## src/rtl/pipe_cla_addsub.sv

```systemverilog
// Pipelined carry-lookahead adder/subtractor: one WIDTH/STAGES slice per stage, registered inter-slice carry.
// Define PIPE_CLA_FLAGS_EN to build the ovf/zero flag logic; otherwise both flags are tied to 0.
module pipe_cla_addsub #(
   parameter int WIDTH  = 32,
   parameter int GROUP  = 4,
   parameter int STAGES = 2
) (
   input  logic             clk,
   input  logic             rst,
   input  logic             in_valid,
   output logic             in_ready,
   input  logic [WIDTH-1:0] a,
   input  logic [WIDTH-1:0] b,
   input  logic             sub,
   input  logic             cin,
   output logic             out_valid,
   input  logic             out_ready,
   output logic [WIDTH-1:0] sum,
   output logic             cout,
   output logic             ovf,
   output logic             zero
);

   localparam int SW = WIDTH / STAGES;
   localparam int NG = SW / GROUP;

   if ((WIDTH % (STAGES * GROUP)) != 0) begin : g_bad_cfg
      $error("pipe_cla_addsub: WIDTH must be a multiple of STAGES*GROUP");
   end

   // Returns {carry_out, slice_sum}; carries inside a group come from the group's g/p prefix,
   // group carries ripple from one group to the next.
   function automatic logic [SW:0] cla_slice(input logic [SW-1:0] x,
                                             input logic [SW-1:0] y,
                                             input logic          ci);
      logic [SW-1:0] g;
      logic [SW-1:0] p;
      logic [SW:0]   c;
      logic          cg;
      logic          gg;
      logic          pg;
      int unsigned   idx;
      g  = '0;
      p  = '0;
      c  = '0;
      cg = ci;
      for (int unsigned grp = 0; grp < NG; grp++) begin
         gg = 1'b0;
         pg = 1'b1;
         for (int unsigned j = 0; j < GROUP; j++) begin
            idx    = grp * GROUP + j;
            g[idx] = x[idx] & y[idx];
            p[idx] = x[idx] ^ y[idx];
            c[idx] = gg | (pg & cg);
            gg     = g[idx] | (p[idx] & gg);
            pg     = pg & p[idx];
         end
         cg = gg | (pg & cg);
      end
      c[SW] = cg;
      return {c[SW], p ^ c[SW-1:0]};
   endfunction

   logic             adv;
   logic [WIDTH-1:0] bo;
   logic             c0;

   // Whole pipeline advances together; only the output stage can stall it.
   assign adv      = ~out_valid | out_ready;
   assign in_ready = adv;
   assign bo       = sub ? ~b : b;
   assign c0       = cin ^ sub;

   for (genvar k = 0; k < STAGES; k++) begin : g_stage
      localparam int LO = k * SW;
      localparam int YW = WIDTH - k * SW;

      logic             v_in;
      logic             c_in;
      logic [WIDTH-1:0] x_in;
      logic [YW-1:0]    y_in;
      logic [SW:0]      r;
      logic [WIDTH-1:0] x_d;
      logic             v_q;
      logic             c_q;
      logic [WIDTH-1:0] x_q;

      // x carries finished sum slices below LO and untouched A bits above; y keeps only unconsumed B bits.
      if (k == 0) begin : g_src
         assign v_in = in_valid;
         assign x_in = a;
         assign y_in = bo;
         assign c_in = c0;
      end else begin : g_src
         assign v_in = g_stage[k-1].v_q;
         assign x_in = g_stage[k-1].x_q;
         assign y_in = g_stage[k-1].g_tail.y_q;
         assign c_in = g_stage[k-1].c_q;
      end

      assign r = cla_slice(x_in[LO +: SW], y_in[SW-1:0], c_in);

      always_comb begin
         x_d            = x_in;
         x_d[LO +: SW]  = r[SW-1:0];
      end

      always_ff @(posedge clk or posedge rst) begin
         if (rst) begin
            v_q <= 1'b0;
            c_q <= 1'b0;
            x_q <= '0;
         end else if (adv) begin
            v_q <= v_in;
            c_q <= r[SW];
            x_q <= x_d;
         end
      end

      if (k < STAGES - 1) begin : g_tail
         logic [YW-SW-1:0] y_q;

         always_ff @(posedge clk or posedge rst) begin
            if (rst) begin
               y_q <= '0;
            end else if (adv) begin
               y_q <= y_in[YW-1:SW];
            end
         end
      end else begin : g_out
         assign out_valid = v_q;
         assign sum       = x_q;
         assign cout      = c_q;
`ifdef PIPE_CLA_FLAGS_EN
         logic ovf_d;
         logic zero_d;
         logic ovf_q;
         logic zero_q;

         // a_msb ^ b_msb ^ sum_msb recovers the carry into the MSB.
         assign ovf_d  = x_in[WIDTH-1] ^ y_in[YW-1] ^ x_d[WIDTH-1] ^ r[SW];
         assign zero_d = ~|x_d;

         always_ff @(posedge clk or posedge rst) begin
            if (rst) begin
               ovf_q  <= 1'b0;
               zero_q <= 1'b0;
            end else if (adv) begin
               ovf_q  <= ovf_d;
               zero_q <= zero_d;
            end
         end

         assign ovf  = ovf_q;
         assign zero = zero_q;
`else
         assign ovf  = 1'b0;
         assign zero = 1'b0;
`endif
      end
   end

endmodule

```

## config.mk

```make
export PLATFORM = sky130hd
export DESIGN_NAME = pipe_cla_addsub
export DESIGN_NICKNAME = d
export VERILOG_FILES = /design/src/rtl/pipe_cla_addsub.sv
export SDC_FILE = /design/constraint.sdc
export NUM_CORES = 1
export LEC_CHECK = 0
export BUFFER_PORTS_ARGS = -buffer_cell sky130_fd_sc_hd__buf_2
export CORE_MARGIN = 2
export CORE_UTILIZATION = 54
export CTS_BUF_LIST = sky130_fd_sc_hd__clkbuf_4 sky130_fd_sc_hd__clkbuf_8 sky130_fd_sc_hd__clkbuf_16
export DETAILED_ROUTE_END_ITERATION = 10
export PLACE_DENSITY = 0.84
export SLEW_MARGIN = 20
export SYNTH_ARGS = -nofsm -noshare
export SYNTH_HDL_FRONTEND = slang
export SYNTH_SLANG_ARGS = --single-unit
```

## constraint.sdc

```tcl
create_clock -name clk -period 3.9 [get_ports clk]
set_input_delay 0.78 -clock clk [delete_from_list [all_inputs] [get_ports clk]]
set_output_delay 0.78 -clock clk [all_outputs]
set_load 0.05 [all_outputs]
```

==> impl_metrics.yaml, run 1 <==
status:
  status: "completed"
placement:
  place_inst: 684
  globalplace.congestion: 0.822
  io_buffers: 104
  dp_hpwl_um: 7150
final_layout:
  drive_above_1_share: 0.237
  diodes: 0
  final_cell_mix: "nand2_1, buf_2, dfrtp_1"
  finalNetCount: 700
  layout_commonest_cell: "nand2_1"
  utilization: 0.663
  synthToLayoutAreaGrowth_pct: 17.6
  layout.cells.non_filler: 700
logic_synthesis:
  synth_edf_count: 0
  synthAdderAreaFrac: 0.120
  yosys.cell_types.count: 48
  asyncSetResetFlopFracSynth: 1.00
  synth-main-ff-cell: "dfrtp_1"
  synth-compound-area-share: 0.126
  synth.mux.area_fraction: 0.00669
  ys_seq_area_frac: 0.449
  synth_area_um2: 4680
  synthCells: 494
  synth-simple-area-share: 0.158
  syn_area_per_cell_um2: 9.47
  ys_ff_latch: 84
  yosysWarnings: 0
  synth_top_family_by_area: "simple AND/OR/NAND/NOR gates"
  synth-xor-area-share: 0.105
clock_network:
  cts_tree: "done"
  path_clk_slew_ns: 0.09
  clk_latency_ns: 0.35
  post_cts_buffers: 0
  cts_buffers: 9
  h-tree-depth: 3
  post_cts_resized: 0
  holdBufCountCts: 0
  clockBufferDepth: 2
  cts-root-buf: "clkbuf_8"
  cts.sinks: 84
detailed_routing:
  finalWirelength_um: 9880
  drtIter0Drc: 143
  postRouteAntennaNets: 0
  drtPass1Iterations: 4
  avgViaCountPerCell: 5.26
  num_vias: 3679
  drcViolationCount: 0
  wire_per_inst_um: 14.1
power_and_ir_drop:
  switching_share: 0.433
  p_sw_mw: 1.51
  power_frac_clock: 0.201
  leakage_nw: 2.77
  pwr_density_cell_nw_per_um2: 635
  total_power_mw: 3.49
  power_frac_seq: 0.364
  intPower_mw: 1.98
  vdd_drop_max_uv: 312
  combPwrFrac: 0.435
sta:
  tns_ns: 0
  hold_violations: 0
  max-slew-margin-rel: 0.432
  fmax_mhz: 311
  fin_crit_sh: 0.824
  skew_ns: 0.0129
  tightest_slew_ns: 0.852
  final_max_slew_viol_count: 0
  fin_crit_ns: 3.21
  setup_viol: 0
  rsz0062_at_grt: "false"
setup_path:
  cpMaxStageDelayCell: "fa_1"
  crit_cells: 12
  cpMostUsedCell: "a21oi_1"
  crit_buf_inv: 2
  critPathCaptureType: "flip-flop"
  required_ns: 4.16
  crit_start: "sub"
  reg2reg_to: "sum[29]"
  r2r-start: "g_stage[0].x_q[25]"
  critPathTopFamily: "compound AO/OA/AOI/OAI gates"
  crit_chain: "buf_2, buf_4, xor2_1, ha_1, a21oi_1, o21ai_0, nor3_1, a21oi_4, a21o_1, a21oi_1, fa_1, a21oi_1"
  cp_max_fo: 11
  endpoint: "g_stage[0].x_q[12]"
  cp.arrival_ns: 3.47
  critPathKind: "primary input to flip-flop"
  worst_path_largest_cell_delay_ns: 0.44
  critPathLaunchType: "primary input"
  rrSetupSlack_ns: 1.01
  rr_worst_depth: 9
floorplanning:
  die_h_um: 97.1
  core_um2: 8300
  dieArea_um2: 9420
  initial_utilization: 0.564
  die_w_um: 97.1
  boundaryPins: 107
  rows: 33
job:
  maxCapViolations: 0
min_path:
  worstHoldPathType: "flip-flop to flip-flop"
  min_from: "g_stage[0].v_q"
grt:
  antenna_found_initial: 0
  grt_pass1_wl_um: 16900
  grt_max_degree: 95
  gr-usage-all-layers: 0.217
  grt.overflow.total: 0
  first_global_vias: 3661
-- worst register-to-register path, stage by stage (launching register included) --
cell       delay (ns)
dfrtp_1          0.40
ha_1             0.37
a2111oi_4        0.33
o221ai_1         0.25
o221ai_1         0.28
or2b_1           0.29
a21o_1           0.19
fa_1             0.37
xnor2_1          0.15
o21ai_0          0.09
-- cell usage after synthesis (2+ instances only) --
cell,instances,area (µm²)
nand3_1,2,10.0
inv_1,14,52.6
fa_1,8,160
ha_1,32,400
nand2b_1,4,25.0
clkbuf_1,17,63.8
a21o_1,5,37.5
nand2_1,136,510
o21ai_0,32,160
mux2i_1,2,20.0
o221ai_1,2,17.5
xor2_1,28,245
nor2_1,24,90.1
a21oi_2,2,17.5
o21ai_1,2,10.0
a211o_1,2,17.5
buf_4,3,22.5
nor3b_1,2,15.0
buf_1,4,15.0
dfrtp_1,84,2100
nor3_1,5,25.0
xnor2_1,26,228
o21a_1,3,22.5
o21bai_1,2,15.0
a21oi_1,30,150
-- cell families after synthesis --
group	after synthesis
AND/OR/NAND/NOR	179
buffers and inverters	40
multiplexers	3
adder cells (fa/ha/maj)	40
XOR/XNOR	55
other	1
AO/OA/AOI/OAI	92
flip-flops	84
-- per-layer routing --
| metal | vias to the layer above | GRT usage | wire, µm |
|---|---|---|---|
| met4 | 0 | 0.0802 | 185 |
| met5 | - | 0 | 0 |
| met1 | 1752 | 0.281 | 4350 |
| met3 | 19 | 0.0345 | 411 |
| met2 | 94 | 0.370 | 4930 |
| li1 | 1814 | - | - |
-- how the worst min path moves through the flow --
stage,end,depth (start not counted)
finish,out_valid,1
global placement,g_stage[0].v_q,2
CTS,out_valid,1
detailed placement,g_stage[0].v_q,2
floorplan,g_stage[0].v_q,2
global route,out_valid,1
-- state kept, by name (all words and copies together), names as in the netlist --
name / count
g_stage.c_q: 1
out_valid: 1
sum: 32
g_stage.g_tail.y_q: 16
g_stage.v_q: 1
g_stage.x_q: 32
cout: 1
-- area by class of cell --
type | count | area, µm²
fill | 685 | 2800
multi-input combinational | 371 | 2420
inverter | 15 | 58.8
sequential | 84 | 2100
clock buffer | 12 | 153
timing repair buffer | 109 | 558
clock inverter | 4 | 72.6
tap | 105 | 131
-- power groups by stage --
stage          Sequential (mW)  Clock [mW]  Combinational [mW]
2_1_floorplan             1.77           0               0.658
3_3_place_gp              1.27           0                1.47
3_5_place_dp              1.29           0                1.52
4_1_cts                   1.27       0.710                1.53
5_1_grt                   1.31       0.745                1.65
6_report                  1.27       0.703                1.52
-- stage by stage --
stage | instance area (µm²) | setup WS (ns) | hold slack (ns)
final | 5500 | 0.687 | 0.448
after global routing | 5500 | 0.394 | 0.494
after CTS | 5500 | 0.683 | 0.458
after detailed placement | 5270 | 0.333 | 0.449
after global placement | 5270 | 0.511 | 0.444
after floorplan | 4680 | 0.460 | 0.430
(Power assumes the default switching activity.)
==> run 2: changes to the inputs <==
--- a/config.mk
+++ b/config.mk
@@ -7,10 +7,10 @@
 export LEC_CHECK = 0
 export BUFFER_PORTS_ARGS = -buffer_cell sky130_fd_sc_hd__buf_2
 export CORE_MARGIN = 2
-export CORE_UTILIZATION = 54
+export CORE_UTILIZATION = 49
 export CTS_BUF_LIST = sky130_fd_sc_hd__clkbuf_4 sky130_fd_sc_hd__clkbuf_8 sky130_fd_sc_hd__clkbuf_16
 export DETAILED_ROUTE_END_ITERATION = 10
-export PLACE_DENSITY = 0.84
+export PLACE_DENSITY = 0.8
 export SLEW_MARGIN = 20
 export SYNTH_ARGS = -nofsm -noshare
 export SYNTH_HDL_FRONTEND = slang
==> constraint.sdc (replaced) <==
create_clock -name clk -period 2.7 [get_ports clk]
set_input_delay 0.54 -clock clk [delete_from_list [all_inputs] [get_ports clk]]
set_output_delay 0.54 -clock clk [all_outputs]
set_load 0.05 [all_outputs]
==> impl_metrics.yaml, run 2 (same netlist as run 1, synthesis figures left out) <==
placement:
  globalplace.congestion: 0.883
  dp_hpwl_um: 7620
  io_buffers: 104
sta:
  skew_ns: 0.00925
  final_max_slew_viol_count: 0
  max-slew-margin-rel: 0.660
  hold_violations: 0
  tightest_slew_ns: 0.509
  setup_viol: 0
  fin_crit_sh: 0.962
  tns_ns: 0
  holdWs_ns: 0.215
  fmax_mhz: 385
  fin_crit_ns: 2.60
final_layout:
  nFillCells: 792
  regArea_um2: 2100
  synthToLayoutAreaGrowth_pct: 23.7
  diodes: 0
  multi_input_area_um2: 2470
  finalNetCount: 726
  drive_above_1_share: 0.282
  layout_commonest_cell: "nand2_1"
  final_cell_mix: "nand2_1, buf_2, dfrtp_1"
clock_network:
  h-tree-depth: 3
  cts.sinks: 84
  clk_latency_ns: 0.34
  cts-root-buf: "clkbuf_8"
  cts_tree: "done"
  cts_buffers: 9
  path_clk_slew_ns: 0.09
  clockBufferDepth: 2
power_and_ir_drop:
  power_frac_clock: 0.184
  leakage_nw: 2.90
  vdd_drop_max_uv: 450
  intPower_mw: 2.88
  p_sw_mw: 2.21
  combPwrFrac: 0.456
  switching_share: 0.435
  power_frac_seq: 0.360
  pwr_density_cell_nw_per_um2: 879
detailed_routing:
  wire_per_inst_um: 13.7
  avgViaCountPerCell: 5.01
  drcViolationCount: 0
  finalWirelength_um: 10300
  drtIter0Drc: 91
  drtPass1Iterations: 4
  postRouteAntennaNets: 0
  num_vias: 3755
setup_path:
  critPathCaptureType: "flip-flop"
  cpMaxStageDelayCell: "fa_1"
  worst_path_largest_cell_delay_ns: 0.42
  rrSetupSlack_ns: 0.10
  crit_chain: "ha_1, a211oi_2, o21bai_2, a21oi_2, o21bai_1, a21oi_2, o21ai_0, fa_1, xnor2_1, o21ai_0"
  cp.arrival_ns: 2.81
  critPathLaunchType: "flip-flop"
  cp_max_fo: 2
  required_ns: 2.92
  critPathKind: "flip-flop to flip-flop"
grt:
  grt_pass1_wl_um: 17200
  grt_max_degree: 79
  antenna_found_initial: 0
  gr-usage-all-layers: 0.210
  grt.overflow.total: 0
  first_global_vias: 3838
floorplanning:
  core_um2: 9240
  initial_utilization: 0.506
  boundaryPins: 107
  die_h_um: 102
  dieArea_um2: 10300
  die_w_um: 102
  rows: 35
status:
  status: "completed"
min_path:
  worstHoldPathType: "primary input to async pin"
job:
  maxCapViolations: 0
==> run 2: changes by cell type in the layout (fill, tap and decap cells not counted), sizes merged <==
cell      previous run  this run
bufinv               2         1
clkinv               1         2
inv                 15        14
clkinvlp             1         2
buf                109       135
==> run 2: power groups by stage <==
stage	combinational, mW	clock [mW]	sequential (mW)
6_report	2.32	0.935	1.83
3_3_place_gp	2.23	0	1.84
2_1_floorplan	0.956	0	2.56
5_1_grt	2.52	1.00	1.88
3_5_place_dp	2.29	0	1.85
4_1_cts	2.31	0.952	1.83
==> run 2: repair_timing <==
item / CTS / global route
hold buffers: 0 / 0
pin swaps: 0 / 2
setup endpoints to repair: 1 / 4
gates resized for setup: 1 / 6
buffers inserted: 0 / 0
==> run 2: stage by stage <==
stage	util	cells	total power, mW	cell area (µm²)	setup WS (ns)
after global routing	0.627	750	5.41	5790	-0.0505
after CTS	0.623	750	5.09	5760	0.0176
after floorplan	-	495	3.52	4710	-0.259
after detailed placement	0.600	734	4.15	5550	-0.289
final	0.627	750	5.09	5790	0.103
after global placement	0.600	734	4.07	5550	-0.184
==> run 2: layout make-up <==
class	instances	area share
clock buffers	12	0.0274
clock inverters	4	0.00821
inverters	15	0.0104
multi-input cells	371	0.426
flip-flops and latches	84	0.363
well taps	129	0.0279
repair buffers	135	0.137
==> run 2: worst max-delay path: cells and delay by family, from the launching register on <==
| kind | cells | cell delay [ns] |
|---|---|---|
| flip-flops | 1 | 0.39 |
| AO/OA/AOI/OAI | 7 | 1.16 |
| XOR/XNOR | 1 | 0.18 |
| adder cells (fa/ha/maj) | 2 | 0.75 |
==> run 2: final timing paths <==
check                                   startpoint                  to  depth (start not counted)
worst max-delay path            g_stage[0].x_q[16]             sum[25]                         10
worst min-delay path                           rst              sum[0]                          2
worst max register to register  g_stage[0].x_q[16]             sum[25]                         10
worst min register to register      g_stage[0].v_q      g_stage[0].v_q                          2
max in group asynchronous                      rst  g_stage[0].x_q[12]                          3
min in group clk                             a[22]  g_stage[0].x_q[22]                          3
==> run 2: routing by layer <==
layer,vias up,track usage,share of wire
met1,1782,0.268,0.44
met2,92,0.356,0.50
met5,-,0,0
met3,12,0.0393,0.043
li1,1869,-,-
met4,0,0.0759,0.014
